**src/rtl/ps2_scan_receiver_pkg.sv**
```systemverilog
// Shared constants, FSM encoding and parity helper for the PS/2 scan-code receiver.
package ps2_scan_receiver_pkg;

    localparam logic [7:0] PS2_BRK = 8'hF0;
    localparam logic [7:0] PS2_EXT = 8'hE0;

    localparam int FILT_DEFAULT    = 8;
    localparam int TW_DEFAULT      = 18;
    localparam int TIMEOUT_DEFAULT = 200000;

    typedef enum logic [1:0] {
        IDLE   = 2'd0,
        DATA   = 2'd1,
        PARITY = 2'd2,
        STOP   = 2'd3
    } ps2_state_e;

    // PS/2 uses odd parity: the eight data bits plus the parity bit hold an odd count of ones.
    function automatic logic odd_parity_ok(input logic [7:0] data, input logic par);
        return (^data) ^ par;
    endfunction

endpackage

```
**src/rtl/ps2_scan_receiver_line_filter.sv**
```systemverilog
// Two-flop synchroniser plus FILT-sample glitch filter; emits the filtered level and a
// one-cycle strobe on each filtered 1->0 transition.
module ps2_line_filter
    import ps2_scan_receiver_pkg::*;
#(
    parameter int FILT = FILT_DEFAULT
) (
    input  logic clk,
    input  logic rst,
    input  logic line,
    output logic level,
    output logic fall
);

    localparam int CW = $clog2(FILT + 1);

    logic [1:0]    sync_r;
    logic [CW-1:0] cnt_r;
    logic          level_r;
    logic          fall_r;

    // Synchronise, then only accept a new level after FILT consecutive differing samples.
    always_ff @(posedge clk) begin
        if (!rst) begin
            sync_r  <= 2'b11;
            cnt_r   <= {CW{1'b0}};
            level_r <= 1'b1;
            fall_r  <= 1'b0;
        end else begin
            sync_r <= {sync_r[0], line};
            fall_r <= 1'b0;
            if (sync_r[1] != level_r) begin
                if (cnt_r == CW'(FILT - 1)) begin
                    level_r <= sync_r[1];
                    cnt_r   <= {CW{1'b0}};
                    fall_r  <= level_r;
                end else begin
                    cnt_r <= cnt_r + CW'(1);
                end
            end else begin
                cnt_r <= {CW{1'b0}};
            end
        end
    end

    assign level = level_r;
    assign fall  = fall_r;

endmodule

```
**src/rtl/ps2_scan_receiver.sv**
```systemverilog
// Host-side PS/2 keyboard receiver: deserialises frames, filters E0/F0 prefixes and
// strobes make codes. Define PS2_RELEASE_EVT_EN to also report release codes on `rel`.
module ps2_scan_receiver
    import ps2_scan_receiver_pkg::*;
#(
    parameter int FILT    = FILT_DEFAULT,
    parameter int TW      = TW_DEFAULT,
    parameter int TIMEOUT = TIMEOUT_DEFAULT
) (
    input  logic       clk,
    input  logic       rst,
    input  logic       ps2_clk,
    input  logic       ps2_data,
    output logic [7:0] Cambio,
    output logic       got_data,
    output logic       ext,
`ifdef PS2_RELEASE_EVT_EN
    output logic       rel,
`endif
    output logic       frame_err
);

    logic          clk_level_s;
    logic          fall_s;
    logic          data_s;
    logic [1:0]    data_sync_r;
    ps2_state_e    state_r;
    logic [7:0]    shift_r;
    logic [2:0]    bit_cnt_r;
    logic          par_r;
    logic [TW-1:0] tmo_r;
    logic          break_pend_r;
    logic          ext_pend_r;
    logic [7:0]    cambio_r;
    logic          got_data_r;
    logic          ext_r;
    logic          frame_err_r;
`ifdef PS2_RELEASE_EVT_EN
    logic          rel_r;
`endif

    ps2_line_filter #(.FILT(FILT)) u_clk_filter (
        .clk   (clk),
        .rst   (rst),
        .line  (ps2_clk),
        .level (clk_level_s),
        .fall  (fall_s)
    );

    // Data only needs synchronising: it is stable for many cycles around each clock fall.
    always_ff @(posedge clk) begin
        if (!rst) begin
            data_sync_r <= 2'b11;
        end else begin
            data_sync_r <= {data_sync_r[0], ps2_data};
        end
    end

    assign data_s = data_sync_r[1];

    // Frame FSM, inactivity timeout, prefix tracking and registered outputs.
    always_ff @(posedge clk) begin
        if (!rst) begin
            state_r      <= IDLE;
            shift_r      <= 8'h00;
            bit_cnt_r    <= 3'd0;
            par_r        <= 1'b0;
            tmo_r        <= {TW{1'b0}};
            break_pend_r <= 1'b0;
            ext_pend_r   <= 1'b0;
            cambio_r     <= 8'h00;
            got_data_r   <= 1'b0;
            ext_r        <= 1'b0;
            frame_err_r  <= 1'b0;
`ifdef PS2_RELEASE_EVT_EN
            rel_r        <= 1'b0;
`endif
        end else begin
            got_data_r  <= 1'b0;
            frame_err_r <= 1'b0;

            if (fall_s) begin
                tmo_r <= {TW{1'b0}};
            end else if (state_r != IDLE && tmo_r != TW'(TIMEOUT)) begin
                tmo_r <= tmo_r + TW'(1);
            end else begin
                tmo_r <= tmo_r;
            end

            if (fall_s) begin
                case (state_r)
                    IDLE: begin
                        if (!data_s) begin
                            state_r   <= DATA;
                            bit_cnt_r <= 3'd0;
                        end else begin
                            state_r <= IDLE;
                        end
                    end
                    DATA: begin
                        shift_r   <= {data_s, shift_r[7:1]};
                        bit_cnt_r <= bit_cnt_r + 3'd1;
                        if (bit_cnt_r == 3'd7) begin
                            state_r <= PARITY;
                        end else begin
                            state_r <= DATA;
                        end
                    end
                    PARITY: begin
                        par_r   <= data_s;
                        state_r <= STOP;
                    end
                    STOP: begin
                        state_r <= IDLE;
                        if (!(odd_parity_ok(shift_r, par_r) && data_s)) begin
                            frame_err_r <= 1'b1;
                        end else if (shift_r == PS2_EXT) begin
                            ext_pend_r <= 1'b1;
                        end else if (shift_r == PS2_BRK) begin
                            break_pend_r <= 1'b1;
                        end else if (break_pend_r) begin
`ifdef PS2_RELEASE_EVT_EN
                            cambio_r   <= shift_r;
                            ext_r      <= ext_pend_r;
                            rel_r      <= 1'b1;
                            got_data_r <= 1'b1;
`endif
                            break_pend_r <= 1'b0;
                            ext_pend_r   <= 1'b0;
                        end else begin
                            cambio_r   <= shift_r;
                            ext_r      <= ext_pend_r;
                            got_data_r <= 1'b1;
                            ext_pend_r <= 1'b0;
`ifdef PS2_RELEASE_EVT_EN
                            rel_r      <= 1'b0;
`endif
                        end
                    end
                    default: begin
                        state_r <= IDLE;
                    end
                endcase
            end else if (state_r != IDLE && tmo_r == TW'(TIMEOUT)) begin
                // Keyboard went quiet mid-frame: abandon it and forget any pending prefix.
                state_r      <= IDLE;
                bit_cnt_r    <= 3'd0;
                shift_r      <= 8'h00;
                frame_err_r  <= 1'b1;
                break_pend_r <= 1'b0;
                ext_pend_r   <= 1'b0;
            end else begin
                state_r <= state_r;
            end
        end
    end

    assign Cambio    = cambio_r;
    assign got_data  = got_data_r;
    assign ext       = ext_r;
    assign frame_err = frame_err_r;
`ifdef PS2_RELEASE_EVT_EN
    assign rel       = rel_r;
`endif

endmodule

```
**config.mk**
```make
export PLATFORM = sky130hd
export DESIGN_NAME = ps2_scan_receiver
export DESIGN_NICKNAME = d
export VERILOG_FILES = /design/src/rtl/ps2_scan_receiver_pkg.sv /design/src/rtl/ps2_scan_receiver_line_filter.sv /design/src/rtl/ps2_scan_receiver.sv
export SDC_FILE = /design/constraint.sdc
export NUM_CORES = 1
export LEC_CHECK = 0
export ABC_CLOCK_PERIOD_IN_PS = 2100
export CAP_MARGIN = 20
export CELL_PAD_IN_SITES_DETAIL_PLACEMENT = 1
export CELL_PAD_IN_SITES_GLOBAL_PLACEMENT = 1
export CORE_UTILIZATION = 42
export CTS_BUF_LIST = sky130_fd_sc_hd__clkbuf_8
export DETAILED_ROUTE_END_ITERATION = 10
export GPL_ROUTABILITY_DRIVEN = 1
export PLACE_DENSITY = 0.76
export SYNTH_ARGS = -nofsm -noshare
export SYNTH_HDL_FRONTEND = slang
export SYNTH_SLANG_ARGS = --single-unit
```
**constraint.sdc**
```tcl
create_clock -name clk -period 2.1 [get_ports clk]
set_input_delay 0.42 -clock clk [delete_from_list [all_inputs] [get_ports clk]]
set_output_delay 0.42 -clock clk [all_outputs]
set_load 0.01 [all_outputs]
```
==> results of run 1 <==
logic make-up after synthesis:
group,count (synthesis)
flip-flops,55
AND/OR/NAND/NOR,117
AO/OA/AOI/OAI,42
buffers and inverters,27
XOR/XNOR,20
multiplexers,4
adder cells (fa/ha/maj),10
metal layers:
metal | global-route usage (%) | up-vias
li1 | - | 979
met1 | 23.17 | 943
met2 | 31.42 | 12
met3 | 4.941 | 2
met4 | 5.660 | 0
met5 | 0 | -
how the worst max path moves through the flow:
stage	start	to	slack [ns]	cells past startpoint
after global routing	shift_r[2]	ext	-0.01	8
after floorplan	shift_r[2]	Cambio[0]	0.04	8
after detailed placement	shift_r[2]	ext_pend_r	0.09	7
final	shift_r[2]	ext_pend_r	0.10	7
after global placement	shift_r[2]	ext_pend_r	0.12	7
after CTS	shift_r[2]	ext_pend_r	0.05	7
layout make-up:
type	count	area (um^2)
Timing Repair Buffer	26	230.2
Tap cell	72	90.09
Clock buffer	5	68.82
Clock inverter	3	16.27
Sequential cell	55	1102
Multi-Input combinational cell	193	1205
Fill cell	653	2745
Inverter	13	48.80
worst max-delay path, cell delays in order, from the launching register on:
cell and delay, ns:
dfxtp_2 0.35, inv_1 0.07, ha_1 0.31, xnor3_1 0.37, xnor2_2 0.20, nand3_1 0.13
a2111o_1 0.43, o21ai_1 0.07
registers in the layout, summed over array words and instances, names as in the netlist, 2 cells and up:
| name | count |
|---|---|
| state_r | 2 |
| data_sync_r | 2 |
| u_clk_filter.sync_r | 2 |
| u_clk_filter.cnt_r | 4 |
| shift_r | 8 |
| Cambio | 8 |
| bit_cnt_r | 3 |
| tmo_r | 18 |
through the flow:
step,total power [mW],setup TNS [ns],std cells
4_1_cts,1.683,0,367
3_5_place_dp,1.111,0,359
2_1_floorplan,1.093,0,275
5_1_grt,1.725,-0.02146,367
6_report,1.657,0,367
3_3_place_gp,1.111,0,359
report_power, final:
| part | leakage [nW] | switching (mW) | internal [mW] |
|---|---|---|---|
| clock | 0.0453 | 0.341 | 0.229 |
| combinational | 0.536 | 0.0235 | 0.0136 |
| sequential | 0.444 | 0.00346 | 1.05 |
| total | 1.03 | 0.368 | 1.29 |
cell usage in the layout (no fill, tap or decap), drive strengths merged:
| master | n |
|---|---|
| a21oi | 14 |
| or4 | 1 |
| inv | 14 |
| nand2b | 8 |
| nor3 | 5 |
| nor2b | 2 |
| mux2i | 4 |
| ha | 10 |
| o2111ai | 1 |
| a2111o | 1 |
| nor3b | 2 |
| and3 | 3 |
| a31oi | 1 |
| dfxtp | 55 |
| o21ba | 1 |
| nand3 | 23 |
| a22oi | 1 |
| o21ai | 13 |
| o31ai | 5 |
| and2 | 2 |
| nand4 | 9 |
| xnor3 | 1 |
| clkbuf | 5 |
| o22ai | 1 |
| buf | 12 |
| o211a | 1 |
| nor4b | 2 |
| nand2 | 25 |
| or3 | 4 |
| nand3b | 2 |
| clkdlybuf4s50 | 14 |
| a32oi | 2 |
| o221ai | 1 |
| nor2 | 29 |
| xnor2 | 7 |
| clkinv | 1 |
| xor2 | 12 |
| clkinvlp | 1 |
==> flow_summary.yaml, run 1 <==
status:
  status: "completed"
timing:
  drv_slew: 0
  finClkSkew_ns: 0.008246
  finalHoldViolCount: 0
  final.min_clock_period_ns: 1.999
  fin_ws_ns: 0.1012
  clock.fmax_mhz: 500.3
  timing.hold.ws_ns: 0.4179
  final.period_utilization_pct: 95.18
  worst_pin_slew_ns: 0.3898
  setup-violations-final: 0
  max_slew_margin_pct: 74.01
cells_and_area:
  final_util_pct: 50.15
  finalInstanceArea_mm2: 0.002761
  nNetsFinal: 308
  antenna_cells: 0
  drive_gt1_share_pct: 8.136
  syn2layout_area_growth_pct: 15.13
global_routing:
  antenna_found_initial: 0
  grt_max_degree: 22
  track_usage_pct: 18.66
  first_global_vias: 1934
  overflow: 0
  grt_pass1_wl_um: 8859
synth:
  synth-xor-area-share_pct: 7.877
  synthAdderAreaFrac_pct: 5.216
  synth_edf_count: 0
  ys_warn_count: 0
  netlist_top_cells_count: "55 x dfxtp_1, 29 x nor2_1, 25 x nand2_1"
  synth_top_family_by_area: "simple AND/OR/NAND/NOR gates"
  syn_area_per_cell_um2: 8.722
  ys_seq_area_share_pct: 45.91
  synth_ff_type: "dfxtp_1"
  synth.distinct_cells: 37
  ys_seq_elements: 55
  async_flop_share_pct: 0
  synth_compound_area_share_pct: 10.80
  yosysTopAreaCellShare_pct: 45.91
  syn_nets: 289
  yosysMostFrequentCell: "dfxtp_1"
  synth.area.top_cells: "dfxtp_1 46%, ha_1 5.2%, nand3_1 4.8%, nor2_1 4.5%, xor2_1 4.4%"
  netlist_area_mm2: 0.002399
  syn_inst: 275
  synth.mux.area_fraction_pct: 1.669
  synth-simple-area-share_pct: 24.15
  synth_top_cell_by_area: "dfxtp_1"
die:
  die_h_um: 77.57
  rows: 27
  die_area_mm2: 0.006017
  initial_core_util_pct: 43.56
  coreArea_mm2: 0.005507
  io_pins: 15
  die_x_um: 77.57
drt:
  wl_met3_um: 120
  wl_met1_um: 2555
  drt_iter0_drc: 91
  dr_total_vias: 1936
  routed_wl_um: 5196
  top_layer: "met4"
  viasPerCell: 5.275
  ant_nets: 0
  dr.pass1.iters: 4
  met2_length_um: 2485
  drc_errors: 0
  wire_per_inst_um: 14.16
critical_path:
  worst_setup_path_end_kind: "register"
  r2r-start: "shift_r[2]"
  start_kind: "register"
  ff2ff_path_depth: 7
  r2r-end: "ext_pend_r"
  critPathArrivalTime_ns: 2.25
  crit_type: "reg2reg"
  critPathMaxFanout: 3
  r2r_slack_ns: 0.10
  worst_ep_required_time_ns: 2.35
clocking:
  cts_tree: "done"
  cts_resized: 0
  clockBufferDepth: 2
  ctsHoldBuffers: 0
  cts_root_buf: "clkbuf_8"
  cts.clk_slew.worst_paths_ns: 0.10
  numCtsBuffers: 5
  clock_sinks: 55
  cts_max_level: 2
  postCtsSetupRepairBufs: 0
  clock_latency_ns: 0.31
min_path:
  hold_end: "u_clk_filter.sync_r[1]"
  min-delay-start: "u_clk_filter.sync_r[0]"
  min_path_type: "reg2reg"
  hold_depth: 1
pwr:
  ir_worst_vdd_uv: 293.8
  p_per_area_mw_per_mm2: 599.9
  p_leak_nw: 1.026
place:
  gp_congestion: 0.8239
  port_buffers: 14
  placed_area_mm2: 0.002663
  pre_cts_ws_ns: 0.08564
  dp_hpwl_um: 3699
run:
  maxCapViolCount: 0
Power figures use the tool's default switching activity.
==> run 2: changes to the inputs <==
--- a/config.mk
+++ b/config.mk
@@ -11,6 +11,7 @@
 export CELL_PAD_IN_SITES_GLOBAL_PLACEMENT = 1
 export CORE_UTILIZATION = 42
 export CTS_BUF_LIST = sky130_fd_sc_hd__clkbuf_8
+export CTS_CLUSTER_SIZE = 40
 export DETAILED_ROUTE_END_ITERATION = 10
 export GPL_ROUTABILITY_DRIVEN = 1
 export PLACE_DENSITY = 0.76
==> results of run 2 <==
Final layout, timing and power as in run 1 (identical DEF).
